File: config.mk
export PLATFORM = sky130hd
export DESIGN_NAME = game_sound_flat
export DESIGN_NICKNAME = d
export VERILOG_FILES = /design/src/rtl/game_pkg.sv /design/src/rtl/game_sound_if.sv /design/src/rtl/tone_divider.sv /design/src/rtl/game_sound.sv /design/src/flat_wrapper.sv
export SDC_FILE = /design/constraint.sdc
export NUM_CORES = 1
export LEC_CHECK = 0
export CAP_MARGIN = 0
export CORE_ASPECT_RATIO = 0.8
export CORE_UTILIZATION = 45
export DETAILED_ROUTE_END_ITERATION = 7
export GPL_ROUTABILITY_DRIVEN = 0
export MAX_ROUTING_LAYER = met4
export PLACE_DENSITY = 0.62
export SLEW_MARGIN = 30
export SYNTH_ARGS = -nofsm -noshare
export SYNTH_HDL_FRONTEND = slang
export SYNTH_SLANG_ARGS = --single-unit
File: constraint.sdc
create_clock -name clk -period 2.3 [get_ports clk]
set_input_delay 0.46 -clock clk [delete_from_list [all_inputs] [get_ports clk]]
set_output_delay 0.46 -clock clk [all_outputs]
set_load 0.005 [all_outputs]
File: src/rtl/game_pkg.sv
// Shared constants for the game audio back-end: sound ids, FSM encoding, priority ranks.
package game_pkg;

  localparam logic [2:0] SND_NONE = 3'b000;
  localparam logic [2:0] SND_WALL = 3'b001;
  localparam logic [2:0] SND_HIT  = 3'b010;
  localparam logic [2:0] SND_GOAL = 3'b011;
  localparam logic [2:0] SND_JNG1 = 3'b100;
  localparam logic [2:0] SND_JNG2 = 3'b101;
  localparam logic [2:0] SND_JNG3 = 3'b110;

  // Rank values deliberately equal the low bits of the matching sound id.
  localparam logic [1:0] RANK_NONE = 2'd0;
  localparam logic [1:0] RANK_WALL = 2'd1;
  localparam logic [1:0] RANK_HIT  = 2'd2;
  localparam logic [1:0] RANK_GOAL = 2'd3;

  typedef enum logic [1:0] {
    IDLE   = 2'd0,
    TONE   = 2'd1,
    JINGLE = 2'd2
  } state_t;

endpackage

File: src/rtl/game_sound_if.sv
// Event inputs and audio outputs between the game controller and the sound block.
interface game_sound_if;
   logic       hit;
   logic       wall;
   logic       goal;
   logic       p1_win;
   logic       p2_win;
   logic       mute;
   logic       speaker;
   logic       busy;
   logic [2:0] sound_id;

   modport master (output hit, wall, goal, p1_win, p2_win, mute,
                   input  speaker, busy, sound_id);
   modport slave  (input  hit, wall, goal, p1_win, p2_win, mute,
                   output speaker, busy, sound_id);
endinterface

File: src/rtl/tone_divider.sv
// Half-period counter producing a square wave; restart holds it at zero/low.
module tone_divider (
   input  logic        clk,
   input  logic        rst,
   input  logic        restart,
   input  logic [16:0] half,
   output logic        wave
);
   logic [16:0] cnt;

   always_ff @(posedge clk) begin
      if (rst || restart) begin
         cnt  <= '0;
         wave <= 1'b0;
      end else if (cnt == half - 17'd1) begin
         cnt  <= '0;
         wave <= ~wave;
      end else begin
         cnt  <= cnt + 17'd1;
      end
   end
endmodule

File: src/rtl/game_sound.sv
// Event-driven tone player with priority preemption.
// Define GAME_SOUND_WIN_JINGLE_EN to add the three-note win jingle.
module game_sound
   import game_pkg::*;
#(
   parameter int TICK_CYCLES  = 25000,
   parameter int WALL_HALF    = 55310,
   parameter int HIT_HALF     = 25510,
   parameter int GOAL_HALF    = 12755,
   parameter int WALL_TICKS   = 16,
   parameter int HIT_TICKS    = 16,
   parameter int GOAL_TICKS   = 250,
   parameter int JINGLE_TICKS = 150
) (
   input logic        clk,
   input logic        rst,
   game_sound_if.slave bus
);
   localparam logic [14:0] TICK_M1 = 15'(TICK_CYCLES - 1);

   state_t      state, state_n;
   logic [2:0]  sid, sid_n;
   logic [14:0] presc;
   logic [7:0]  dur;
   logic        hit_q, wall_q, goal_q;
   logic [1:0]  ev_rank;
   logic        load, restart, note_end, wave;
   logic [16:0] half;
   logic [7:0]  ticks_m1;

`ifdef GAME_SOUND_WIN_JINGLE_EN
   logic win_q, win_rise;
   assign win_rise = (bus.p1_win | bus.p2_win) & ~win_q;
`else
   logic unused_win;
   assign unused_win = bus.p1_win ^ bus.p2_win;
`endif

   always_comb begin
      ev_rank = RANK_NONE;
      if (bus.goal && !goal_q)      ev_rank = RANK_GOAL;
      else if (bus.hit && !hit_q)   ev_rank = RANK_HIT;
      else if (bus.wall && !wall_q) ev_rank = RANK_WALL;
   end

   // Jingle notes reuse the event pitches: note n plays rank n's half-period.
   always_comb begin
      half     = 17'(WALL_HALF);
      ticks_m1 = 8'(JINGLE_TICKS - 1);
      case (sid)
         SND_WALL: begin half = 17'(WALL_HALF); ticks_m1 = 8'(WALL_TICKS - 1); end
         SND_HIT:  begin half = 17'(HIT_HALF);  ticks_m1 = 8'(HIT_TICKS - 1);  end
         SND_GOAL: begin half = 17'(GOAL_HALF); ticks_m1 = 8'(GOAL_TICKS - 1); end
         SND_JNG2: half = 17'(HIT_HALF);
         SND_JNG3: half = 17'(GOAL_HALF);
         default:  half = 17'(WALL_HALF);
      endcase
   end

   assign note_end = (presc == TICK_M1) && (dur == ticks_m1);

   // State register
   always_ff @(posedge clk) begin
      if (rst) begin
         state  <= IDLE;
         sid    <= SND_NONE;
         hit_q  <= 1'b0;
         wall_q <= 1'b0;
         goal_q <= 1'b0;
`ifdef GAME_SOUND_WIN_JINGLE_EN
         win_q  <= 1'b0;
`endif
      end else begin
         state  <= state_n;
         sid    <= sid_n;
         hit_q  <= bus.hit;
         wall_q <= bus.wall;
         goal_q <= bus.goal;
`ifdef GAME_SOUND_WIN_JINGLE_EN
         win_q  <= bus.p1_win | bus.p2_win;
`endif
      end
   end

   // Next-state logic
   always_comb begin
      state_n = state;
      sid_n   = sid;
      load    = 1'b0;
      case (state)
         IDLE: if (ev_rank != RANK_NONE) begin
            state_n = TONE;
            sid_n   = {1'b0, ev_rank};
            load    = 1'b1;
         end
         TONE: begin
            // Equal rank restarts the same sound; lower rank falls through.
            if (ev_rank >= sid[1:0]) begin
               sid_n = {1'b0, ev_rank};
               load  = 1'b1;
            end else if (note_end) begin
               state_n = IDLE;
               sid_n   = SND_NONE;
            end
         end
`ifdef GAME_SOUND_WIN_JINGLE_EN
         JINGLE: if (note_end) begin
            if (sid == SND_JNG3) begin
               state_n = IDLE;
               sid_n   = SND_NONE;
            end else begin
               sid_n = sid + 3'd1;
               load  = 1'b1;
            end
         end
`endif
         default: begin
            state_n = IDLE;
            sid_n   = SND_NONE;
         end
      endcase
`ifdef GAME_SOUND_WIN_JINGLE_EN
      if (win_rise) begin
         state_n = JINGLE;
         sid_n   = SND_JNG1;
         load    = 1'b1;
      end
`endif
   end

   // Outputs
   always_comb begin
      restart      = load || (state_n == IDLE);
      bus.busy     = (state != IDLE);
      bus.sound_id = sid;
      bus.speaker  = wave & ~bus.mute;
   end

   always_ff @(posedge clk) begin
      if (rst || restart) begin
         presc <= '0;
         dur   <= '0;
      end else if (presc == TICK_M1) begin
         presc <= '0;
         dur   <= dur + 8'd1;
      end else begin
         presc <= presc + 15'd1;
      end
   end

   tone_divider u_div (
      .clk     (clk),
      .rst     (rst),
      .restart (restart),
      .half    (half),
      .wave    (wave)
   );
endmodule

File: src/flat_wrapper.sv
// flat-port wrapper written by rule: the top's interface ports become plain ports
module game_sound_flat import game_pkg::*;
#(
   parameter int TICK_CYCLES  = 25000,
   parameter int WALL_HALF    = 55310,
   parameter int HIT_HALF     = 25510,
   parameter int GOAL_HALF    = 12755,
   parameter int WALL_TICKS   = 16,
   parameter int HIT_TICKS    = 16,
   parameter int GOAL_TICKS   = 250,
   parameter int JINGLE_TICKS = 150
)
  (clk, rst, bus_hit, bus_wall, bus_goal, bus_p1_win, bus_p2_win, bus_mute, bus_speaker, bus_busy, bus_sound_id);
  game_sound_if bus_i ();
  input logic clk;
  input logic rst;
  input wire logic [$bits(bus_i.hit)-1:0] bus_hit;
  input wire logic [$bits(bus_i.wall)-1:0] bus_wall;
  input wire logic [$bits(bus_i.goal)-1:0] bus_goal;
  input wire logic [$bits(bus_i.p1_win)-1:0] bus_p1_win;
  input wire logic [$bits(bus_i.p2_win)-1:0] bus_p2_win;
  input wire logic [$bits(bus_i.mute)-1:0] bus_mute;
  output wire logic [$bits(bus_i.speaker)-1:0] bus_speaker;
  output wire logic [$bits(bus_i.busy)-1:0] bus_busy;
  output wire logic [$bits(bus_i.sound_id)-1:0] bus_sound_id;
  assign bus_i.hit = bus_hit;
  assign bus_i.wall = bus_wall;
  assign bus_i.goal = bus_goal;
  assign bus_i.p1_win = bus_p1_win;
  assign bus_i.p2_win = bus_p2_win;
  assign bus_i.mute = bus_mute;
  assign bus_speaker = bus_i.speaker;
  assign bus_busy = bus_i.busy;
  assign bus_sound_id = bus_i.sound_id;
  game_sound #(.TICK_CYCLES(TICK_CYCLES), .WALL_HALF(WALL_HALF), .HIT_HALF(HIT_HALF), .GOAL_HALF(GOAL_HALF), .WALL_TICKS(WALL_TICKS), .HIT_TICKS(HIT_TICKS), .GOAL_TICKS(GOAL_TICKS), .JINGLE_TICKS(JINGLE_TICKS)) u_core (.clk(clk), .rst(rst), .bus(bus_i));
endmodule
* Word-level counts from Yosys, hierarchy flattened
Index checks and enable logic that the tools add are counted.
Operators by class: bitwise gates (word level) 3, multipliers 0, add/subtract/negate cells 4, div/mod/pow operators 0, shift-type cells 0, equal/unequal tests 11, reduce and logical (&&, ||, !) cells 19, mux-type cells 16, order comparisons 1
Operator list (number):
- $pmux W16 S2 | 1
- $add A17 B1 Y17 const B | 1
- $eq A17 B17 Y1 | 1
- $sub A17 B1 Y17 const B | 1
- $pmux W8 S2 | 1
- $add A15 B1 Y15 const B | 1
- $eq A15 B15 Y1 const B | 1
- $mux W2 | 5
- $reduce_or A2 Y1 | 5
- $mux W3 | 3
- $add A8 B1 Y8 const B | 1
- $eq A8 B8 Y1 | 1
- $eq A3 B2 Y1 const B | 2
- $eq A3 B3 Y1 const B | 2
- $pmux W3 S2 | 1
- $logic_and A1 B1 Y1 | 4
- $logic_not A2 Y1 | 2
- $pmux W2 S2 | 1
- $reduce_bool A2 Y1 | 2
- $eq A3 B1 Y1 const B | 1
- $logic_not A1 Y1 | 3
- $mux W1 | 3
- $ne A3 B1 Y1 const B | 1
- $eq A2 B1 Y1 const B | 1
- 7 further kinds | 9
Word-level totals: output and inout bits 5, memories kept 0, memory bits (read-only) 0, bits in writable memories 0, bits of input ports 8, bits in registers 49, logic and storage cells 63, latch bits 0

* Logic depth before layout (Yosys ltp)
Gate-level depths: netlist of the first run.
depth after elaboration 12, gate-level depth with buffers 12, gate-level depth less buffers 10

* Hierarchy
Synthesis of the first run repeated with hierarchy kept, for this count alone.
Second synthesis, totals: cell total of the unflattened synthesis 357, area total of the unflattened synthesis 3027.9 um^2
Modules (own cells, without submodules):
- game_sound | times used 1, cells each 184, area each 1615.3 um^2
- tone_divider | times used 1, cells each 173, area each 1412.6 um^2

* Worst setup path after synthesis of the first run
No wires, ideal clock.
path type reg2reg, from register u_core.sid[0], in the netlist u_core.bus.sound_id[0], to register u_core.u_div.cnt[11], required time 2.168 ns, data arrival time 2.136 ns, setup time 0.132 ns, path buffers 1, setup slack 0.032 ns, stages on the path, launching flop included 9, path through dfxtp_1 -> inv_1 -> ha_1 -> nor3_1 -> a21oi_1 -> or4_1 -> nor2_1 -> clkbuf_1 -> nor3_1
On the way: word-level cells in the longest chain between the ends 12
RTL lines:
- start: declaration | RTL line game_sound.sv:22 | logic [2:0] sid, sid_n;
- start signal: assignment | RTL line game_sound.sv:75 | sid <= sid_n;
- branches (longest 11 deep; another with $sub A17 B1 Y17)
- $reduce_or A2 Y1 (no source line) (*)
- end signal: assignment | RTL line tone_divider.sv:19 | cnt <= cnt + 17'd1;
- end: declaration | RTL line tone_divider.sv:9 | logic [16:0] cnt;
Every way passes the cells marked *. A chain may end at the register's enable or synchronous reset.

* Worst setup path in the final report of the first run
from register u_core.presc[11], to register u_core.sid[1], in the netlist u_core.bus.sound_id[1]
On the way: word-level cells in the longest chain between the ends 4
RTL lines:
- start: declaration | RTL line game_sound.sv:23 | logic [14:0] presc;
- start signal: assignment | RTL line game_sound.sv:147 | presc <= presc + 15'd1;
- $eq A15 B15 Y1 | RTL line game_sound.sv:60 | assign note_end = (presc == TICK_M1) && (dur == ticks_m1);
- $logic_and A1 B1 Y1 | RTL line game_sound.sv:60
- $ne A3 B1 Y1 (no source line)
- $reduce_and A2 Y1 (no source line)
No other way between the ends.

==> impl_metrics.tcl, run 1 <==
set metrics [dict create \
    clock_tree.htree_level_count 2 \
    placed_cells 347 \
    min_period_ps 2152 \
    antenna_left 0 \
    setup_viol 0 \
    start_util_pct 47.01 \
    skew_ps 13.77 \
    via_per_inst 5.219 \
    insertion_delay_ps 300 \
    r2r-start "u_core.presc[11]" \
    min_from "bus_goal" \
    drcViolationCount 0 \
    reg2reg_depth 5 \
    wl_per_cell_microns 13.78 \
    crit_start "u_core.presc[11]" \
    grt_max_degree 27 \
    cp.depth 5 \
    hold_depth 2 \
    maxCapViolations 0 \
    crit_chain "or4_4 -> or4_4 -> nand3b_1 -> o221ai_1 -> a32o_1" \
    ys_async_sr_fraction_pct 0 \
    hold_viol 0 \
    grtUsageTotal_pct 17.68 \
    dieArea_sq_um 5557 \
    clkPwrFrac_pct 41.3 \
    synth.largest_area_cell "dfxtp_1" \
    cts_buffer_depth 2 \
    synth_common_cells "48 x dfxtp_1, 35 x nor2_1, 24 x nand2_1" \
    cts_root_buf "clkbuf_8" \
    wirelength_mm 4.974 \
    path_class "reg2reg" \
    cts_tree "built" \
    die_h_microns 66.88 \
    leakagePower_uw 0.001021 \
    grt_pass1_vias 1632 \
    cp.arrival_ps 2350 \
    core_area_sq_um 5036 \
    post-place-ws_ps -400.8 \
    finalCritPeriodShare_pct 93.55 \
    yosysMostFrequentCell "dfxtp_1" \
    cts_made_buffers 5 \
    crit_fanout 7 \
    max_freq_mhz 464.8 \
    grt_pass1_wl_mm 7.521 \
    rows 23 \
    io_pins 13 \
    synth_top_area_share_pct 40.59 \
    fin_tns_setup_ps 0 \
    syn_inst 272 \
    path_delay_family "simple AND/OR/NAND/NOR gates" \
    synth_area_leaders "dfxtp_1 41%, xor2_1 7.8%, xnor2_1 6.7%" \
    die_w_microns 83.09 \
    path_clk_slew_ps 90 \
    min_path_type "in2reg" \
    p_sw_uw 329.6 \
    layoutNonFillerInstCount 361 \
    endpoint_kind "flip-flop" \
    drtIter0Drc 80 \
    outcome "completed" \
    slowest_stage "or4_4" \
    slowest_delay_ps 600 \
    p_comb_share_pct 6.0 \
    p_sw_share_pct 20.54 \
    critPathBufInv 0 \
    synth_edf_count 0 \
    path_common_cell "or4_4" \
    cp.required_ps 2500 \
    antenna_found_initial 0 \
    synth_seq_cells 48 \
    diodes 0 \
    drive_gt1_share_pct 16.39 \
    clock_sinks 48 \
    synth_flop_cell "dfxtp_1" \
    overflow 0 \
    power_uw 1605 \
    nets 316 \
    portBuffers 9 \
    dp_hpwl_mm 3.131 \
    vias 1884 \
    synth_area_sq_um 2367 \
    startpoint_type "flip-flop" \
    p_seq_share_pct 52.7 \
    drv_slew 0 \
    peakVddDrop_mv 0.3536 \
    intPower_uw 1275 \
    area_growth_pct 24.10 \
    avgSynthCellArea_sq_um 8.703 \
    synth_seq_area_share_pct 40.59 \
    synth_cell_types 40 \
    first_pass_iters 4 \
    power.density_nw_per_um2 546.3 \
    ys_warn_count 0 \
    finalWorstSetupSlack_ps 148.4 \
]
[power by group through the flow]
stage	combinational [uW]	sequential, uW	clock, uW
floorplan	40.9	863	0
global placement	76.0	864	0
detailed placement	76.5	864	0
CTS	80.4	845	682
global route	105	847	710
finish	96.3	845	663
[final timing paths]
kind	endpoint	slack [ps]
min	u_core.goal_q	400
max reg2reg	u_core.bus.sound_id[1]	150
max	u_core.bus.sound_id[1]	150
min reg2reg	u_core.u_div.wave	490
[kinds of logic (layout without fill, tap and decap cells)]
family | after synthesis | after routing | share of synthesized area (%)
other cells | 1 | 2 | 0.1584
flops | 48 | 48 | 40.59
simple gates | 145 | 145 | 32.56
buf+inv | 16 | 42 | 3.224
xor+xnor | 39 | 39 | 14.43
compound gates | 13 | 13 | 3.753
fa+ha+maj | 10 | 10 | 5.285
[worst reg2reg max path: stages, from the launching register on]
cell and delay, ps:
dfxtp_1 350, or4_4 550, or4_4 600, nand3b_1 110, o221ai_1 150, a32o_1 290
[cells in the final DEF (no fill, tap or decap), drive strengths merged, types with 3 or more instances in the layout]
master and n:
nand3 14, inv 6, clkbuf 9, dfxtp 48, buf 17, nand2b 5, or3 3, clkdlybuf4s50 6
nor4 3, nor2 35, xor2 21, xnor2 18, nor2b 6, and3 7, nand2 24, a21oi 4
ha 10, or4 3, nor3 23, nand4 11, dlymetal6s2s 3
[cell type report]
class                           count  area [sq um]
Fill cell                         432          2098
Multi-Input combinational cell    209          1459
Sequential cell                    48         960.9
Clock buffer                        7         96.34
Timing Repair Buffer               28         291.5
Inverter                            6         22.52
Tap cell                           62         77.57
Clock inverter                      1         30.03
[timing repair]
action,in CTS,in global routing
gates resized for setup,9,18
setup buffers,0,3
setup endpoints to repair,36,40
cloned,0,3
pin swaps,1,3
hold buffers,0,0
[flip-flops by register name, indices dropped and copies added, names as in the netlist]
signal,flops
u_core.u_div.cnt,17
u_core.presc,15
u_core.dur,8
u_core.bus.sound_id,2
u_core.state,2
u_core.goal_q,1
u_core.hit_q,1
u_core.u_div.wave,1
u_core.wall_q,1
[stage by stage]
stage               utilization [%]  cell area [sq um]  hold WS, ps
floorplan                         -               2371        437.7
global placement              51.53               2595        466.0
detailed placement            51.53               2595        478.2
CTS                           54.86               2763        498.5
global route                  58.34               2938        422.9
finish                        58.34               2938        398.7
[layer usage]
metal  global-route usage (%)  part of all wire [%]
met4                    6.466                   1.2
met2                    25.10                    42
met5                        -                     0
met3                    3.717                   2.9
met1                    24.68                    54
No activity file was read; power rests on OpenSTA's default activity.
==> run 2: changes to the inputs <==
--- a/config.mk
+++ b/config.mk
@@ -5,13 +5,16 @@
 export SDC_FILE = /design/constraint.sdc
 export NUM_CORES = 1
 export LEC_CHECK = 0
+export ABC_AREA = 1
 export CAP_MARGIN = 0
+export CELL_PAD_IN_SITES_DETAIL_PLACEMENT = 0
+export CELL_PAD_IN_SITES_GLOBAL_PLACEMENT = 1
 export CORE_ASPECT_RATIO = 0.8
-export CORE_UTILIZATION = 45
+export CORE_UTILIZATION = 39
 export DETAILED_ROUTE_END_ITERATION = 7
 export GPL_ROUTABILITY_DRIVEN = 0
 export MAX_ROUTING_LAYER = met4
-export PLACE_DENSITY = 0.62
+export PLACE_DENSITY = 0.72
 export SLEW_MARGIN = 30
 export SYNTH_ARGS = -nofsm -noshare
 export SYNTH_HDL_FRONTEND = slang
==> run 2 against run 1 <==
Effect of this change: clock power shrank 21%; largest power group unchanged; clock-buffer cell count grew 1; die area grew 29%; register-to-register slack gained 160 ps; sequential share of layout area shrank 1.6 points; synthesized cell count grew 40%; combinational power grew 23%; routed wire length grew 11%.
==> impl_metrics.tcl, run 2 <==
set metrics [dict create \
    r2r_setup_slack_ps 310 \
    synth_seq_cells 48 \
    reg2reg_depth 10 \
    design_area_sq_um 3088 \
    drtIter0Drc 75 \
    syn_inst 382 \
    outcome "completed" \
    start_util_pct 40.92 \
    via_per_inst 4.673 \
    dp_hpwl_mm 4.026 \
    clock_sinks 48 \
    clock_tree.htree_level_count 2 \
    yosysMostFrequentCell "nand2_1" \
    die_w_microns 94.38 \
    peakVddDrop_mv 0.1894 \
    r2r-start "u_core.bus.sound_id[0]" \
    worstReg2RegEnd "u_core.u_div.cnt[14]" \
    area_growth_pct 15.98 \
    wirelength_mm 5.505 \
    endpoint_kind "flip-flop" \
    overflow 0 \
    core_area_sq_um 6506 \
    grtUsageTotal_pct 17.22 \
    cp.arrival_ps 2430 \
    synth_edf_count 0 \
    synth_area_sq_um 2663 \
    synth_simple_gate_area_share_pct 33.74 \
    cts_made_buffers 5 \
    grt_pass1_vias 2122 \
    ys_async_sr_fraction_pct 0 \
    drv_slew 0 \
    synth-compound-area-share_pct 4.276 \
    maxCapViolations 0 \
    min_from "bus_hit" \
    skew_ps 3.870 \
    ys_warn_count 0 \
    avgSynthCellArea_sq_um 6.970 \
    synth_top_family_by_area "simple AND/OR/NAND/NOR gates" \
    leakagePower_uw 0.001130 \
    die_h_microns 75.90 \
    antenna_found_initial 0 \
    dieArea_sq_um 7163 \
    antenna_left 0 \
    cts_tree "built" \
    nets 423 \
    largest_register "u_core.u_div.cnt" \
    fin_tns_setup_ps 0 \
    cts_buffer_depth 2 \
    portBuffers 9 \
    grt_pass1_wl_mm 9.625 \
    path_clk_slew_ps 90 \
    finalWorstSetupSlack_ps 112.4 \
    crit_fanout 4 \
    layout_commonest_cell "nand2_1" \
    min_path_type "in2reg" \
    path_class "in2reg" \
    power_uw 1493 \
    largest_reg_flops 17 \
    synth_mux_area_share_pct 0 \
    startpoint_type "primary input" \
    finalCritPeriodShare_pct 95.11 \
    cp.required_ps 2540 \
    synth_xor_area_share_pct 9.868 \
    mostFrequentLayoutCells "74 x nand2_1, 65 x inv_1, 54 x nor2_1" \
    drive_gt1_share_pct 10.10 \
    post-place-ws_ps -380.0 \
    rows 26 \
    io_pins 13 \
    vias 2290 \
    diodes 0 \
    power.density_nw_per_um2 483.6 \
    cts_root_buf "clkbuf_8" \
    reg.largest.list "u_core.u_div.cnt (17), u_core.presc (15), u_core.dur (8)" \
    synth_cell_types 30 \
    max_freq_mhz 457.1 \
    placed_area_sq_um 2887 \
    ctsHoldBuffers 0 \
    insertion_delay_ps 300 \
    min_period_ps 2188 \
    synth_adder_area_share_pct 4.699 \
    hold_viol 0 \
    synth_common_cells "74 x nand2_1, 67 x inv_1, 62 x nor2_1" \
    synth_seq_area_share_pct 36.09 \
    synth_flop_cell "dfxtp_1" \
    hold_depth 3 \
    synth.largest_area_cell "dfxtp_1" \
    drcViolationCount 0 \
    min_to "u_core.hit_q" \
    first_pass_iters 4 \
    setup_viol 0 \
    wl_per_cell_microns 11.23 \
    grt_max_degree 16 \
    synth_area_leaders "dfxtp_1 36%, nand2_1 10%, inv_1 9.4%" \
    synth_top_area_share_pct 36.09 \
]
## run 2: how the worst max path moves through the flow
| stage | from | to | slack, ps |
|---|---|---|---|
| after global routing | bus_goal | u_core.dur[4] | -20 |
| after global placement | bus_hit | u_core.u_div.cnt[14] | -360 |
| after CTS | bus_hit | u_core.presc[14] | 7 |
| final | bus_goal | u_core.dur[4] | 110 |
| after detailed placement | bus_hit | u_core.u_div.cnt[14] | -380 |
| after floorplan | bus_hit | u_core.presc[6] | 140 |
## run 2: through the flow
stage               std cells  hold WS, ps  util (%)
floorplan                 383        417.8         -
global placement          480        427.4     44.37
detailed placement        480        447.2     44.37
CTS                       488        465.3     45.87
global route              490        408.4     47.46
finish                    490        393.2     47.46
## run 2: final cells by class
cell class | instances | area [sq um]
well taps | 84 | 105.1
multi-input cells | 263 | 1486
repair buffers | 18 | 177.7
clock buffers | 8 | 90.09
flip-flops and latches | 48 | 960.9
inverters | 69 | 267.8
fillers | 686 | 3418
## run 2: per-layer routing
layer | GRT usage, % | part of all wire [%] | vias to the layer above
li1 | - | - | 1226
met1 | 24.60 | 56 | 1037
met2 | 24.13 | 41 | 22
met3 | 3.614 | 2.0 | 5
met4 | 5.077 | 0.94 | 0
met5 | - | 0 | -
## run 2: power breakdown
group	switching [uW]	leakage (uW)	internal (uW)
clock	280	0.0000455	246
combinational	62.6	0.000696	55.5
sequential	10.0	0.000388	839
## run 2: critical path, cell delays in order
cell and delay [ps]:
clkdlybuf4s50_1 450, inv_1 50, o21ai_1 160, inv_1 60, ha_1 270, inv_1 50, nand2_1 60, a21oi_2 180
inv_2 70, nor2_4 140, nand3_4 130, inv_8 120, buf_6 100, nand2_1 40, nor2_1 90
## run 2: logic make-up after synthesis
| group | after synthesis |
|---|---|
| AOI/OAI and AO/OA | 22 |
| xor gates and xnor gates | 30 |
| adders and majority gates | 10 |
| buffers and inverters | 73 |
| DFF | 48 |
| other | 1 |
| and+or+nand+nor | 198 |
## run 2: repair_timing
action	in CTS	in global routing
buffers inserted	0	1
resized for setup	2	26
endpoints found under the setup margin	34	44
gates cloned	0	1
pin swaps	0	5
==> run 3: changes to the inputs <==
--- a/config.mk
+++ b/config.mk
@@ -15,6 +15,7 @@
 export GPL_ROUTABILITY_DRIVEN = 0
 export MAX_ROUTING_LAYER = met4
 export PLACE_DENSITY = 0.72
+export REMOVE_ABC_BUFFERS = 1
 export SLEW_MARGIN = 30
 export SYNTH_ARGS = -nofsm -noshare
 export SYNTH_HDL_FRONTEND = slang
==> run 3 against run 2 <==
Effect of this change: hold slack improved by 18 ps; worst setup slack better by 44 ps; sequential power barely moved; routed wire length is essentially flat; clock power increased by 2%; sequential cell count is the same; total power grew 0.79%; final area up 2.3%; sequential share of layout area down 0.70 points.
==> impl_metrics.tcl, run 3 (synthesized netlist as in run 2, its figures left out) <==
set metrics [dict create \
    drv_slew 0 \
    critPathBufInv 6 \
    diodes 0 \
    reg.largest.list "u_core.u_div.cnt (17), u_core.presc (15), u_core.dur (8)" \
    start_util_pct 40.92 \
    endpoint_kind "flip-flop" \
    grt_max_degree 16 \
    area_growth_pct 18.66 \
    post-place-ws_ps -417.0 \
    design_area_sq_um 3159 \
    cp.required_ps 2550 \
    power.density_nw_per_um2 476.5 \
    antenna_found_initial 0 \
    nets 422 \
    cts_tree "built" \
    io_pins 13 \
    wl_per_cell_microns 11.27 \
    grtUsageTotal_pct 17.46 \
    clock_tree.htree_level_count 2 \
    layout_commonest_cell "nand2_1" \
    insertion_delay_ps 300 \
    path_delay_family "buffers and inverters" \
    drive_gt1_share_pct 12.35 \
    core_area_sq_um 6506 \
    startpoint_type "primary input" \
    leakagePower_uw 0.001129 \
    vias 2327 \
    finalCritPeriodShare_pct 93.21 \
    outcome "completed" \
    largest_register "u_core.u_div.cnt" \
    drcViolationCount 0 \
    placed_area_sq_um 2872 \
    clock_sinks 48 \
    min_path_type "in2reg" \
    antenna_left 0 \
    maxCapViolations 0 \
    finalWorstSetupSlack_ps 156.2 \
    peakVddDrop_mv 0.2145 \
    die_h_microns 75.90 \
    wirelength_mm 5.510 \
    layoutNonFillerInstCount 489 \
    cts_buffer_depth 2 \
    crit_chain "clkdlybuf4s50_1 -> inv_1 -> o21ai_2 -> inv_1 -> ha_1 -> inv_1 -> nand2_1 -> a21oi_2 -> inv_2 -> nor2_4 -> nand3_4 -> inv_8 -> nand2_8 -> nor2_4" \
    rows 26 \
    die_w_microns 94.38 \
    fin_hold_ws_ps 411.2 \
    setup_viol 0 \
    drtIter0Drc 64 \
    portBuffers 9 \
    skew_ps 5.930 \
    placed_cells 478 \
    mostFrequentLayoutCells "74 x nand2_1, 64 x inv_1, 50 x nor2_1" \
    dieArea_sq_um 7163 \
    hold_viol 0 \
    grt_pass1_wl_mm 9.867 \
    via_per_inst 4.759 \
    cp.arrival_ps 2390 \
    slowest_delay_ps 450 \
    path_clk_slew_ps 90 \
    crit_fanout 8 \
    first_pass_iters 4 \
    cts_root_buf "clkbuf_8" \
    dp_hpwl_mm 4.052 \
    grt_pass1_vias 2218 \
    largest_reg_flops 17 \
    slowest_stage "clkdlybuf4s50_1" \
    cts_made_buffers 5 \
    power_uw 1505 \
    overflow 0 \
    path_class "in2reg" \
    max_freq_mhz 466.5 \
    min_period_ps 2144 \
    path_common_cell "inv_1" \
]
==> run 3: routing by layer <==
layer  global-route usage, %  share of wire, %  vias up
met5                       -                 0        -
met4                   5.077              0.83        0
li1                        -                 -     1226
met1                   24.60                53     1063
met3                   3.614               2.7        6
met2                   24.93                43       32
==> run 3: tightest hold or removal path, cell delays in order <==
cell and delay (ps):
dlymetal6s2s_1 140, inv_1 50, nor2_1 30
==> run 3: report_power, final <==
part | switching [uW] | internal [uW] | total, uW
Combinational | 63.7 | 55.6 | 119
Clock | 291 | 245 | 536
Sequential | 10.2 | 839 | 850
Total | 365 | 1140 | 1510
==> run 3: path summary, 6_finish.rpt <==
path	start	to	slack (ps)	depth (start not counted)
worst min-delay path	bus_wall	u_core.wall_q	410	3
worst max register to register	u_core.bus.sound_id[0]	u_core.u_div.cnt[14]	310	10
worst min register to register	u_core.presc[0]	u_core.presc[0]	470	1
worst max-delay path	bus_goal	u_core.presc[11]	160	14
==> run 3: repair_timing <==
item                                    in CTS  in global routing
setup buffers                                0                  2
pin swaps                                    0                 10
cloned                                       0                  1
resized for setup                            4                 42
hold buffers                                 0                  0
endpoints found under the setup margin      39                 44
==> run 3: through the flow <==
step | utilization [%] | setup TNS [ps]
5_1_grt | 48.56 | -7.473
2_1_floorplan | - | 0
4_1_cts | 45.90 | 0
3_3_place_gp | 44.13 | -14840
6_report | 48.56 | 0
3_5_place_dp | 44.13 | -15810
==> run 3: layout make-up <==
class,count,area (sq um)
clock buffers,7,86.33
fillers,685,3347
flip-flops and latches,48,960.9
well taps,84,105.1
multi-input cells,263,1565
repair buffers,17,166.4
clock inverters,1,7.507
inverters,69,267.8
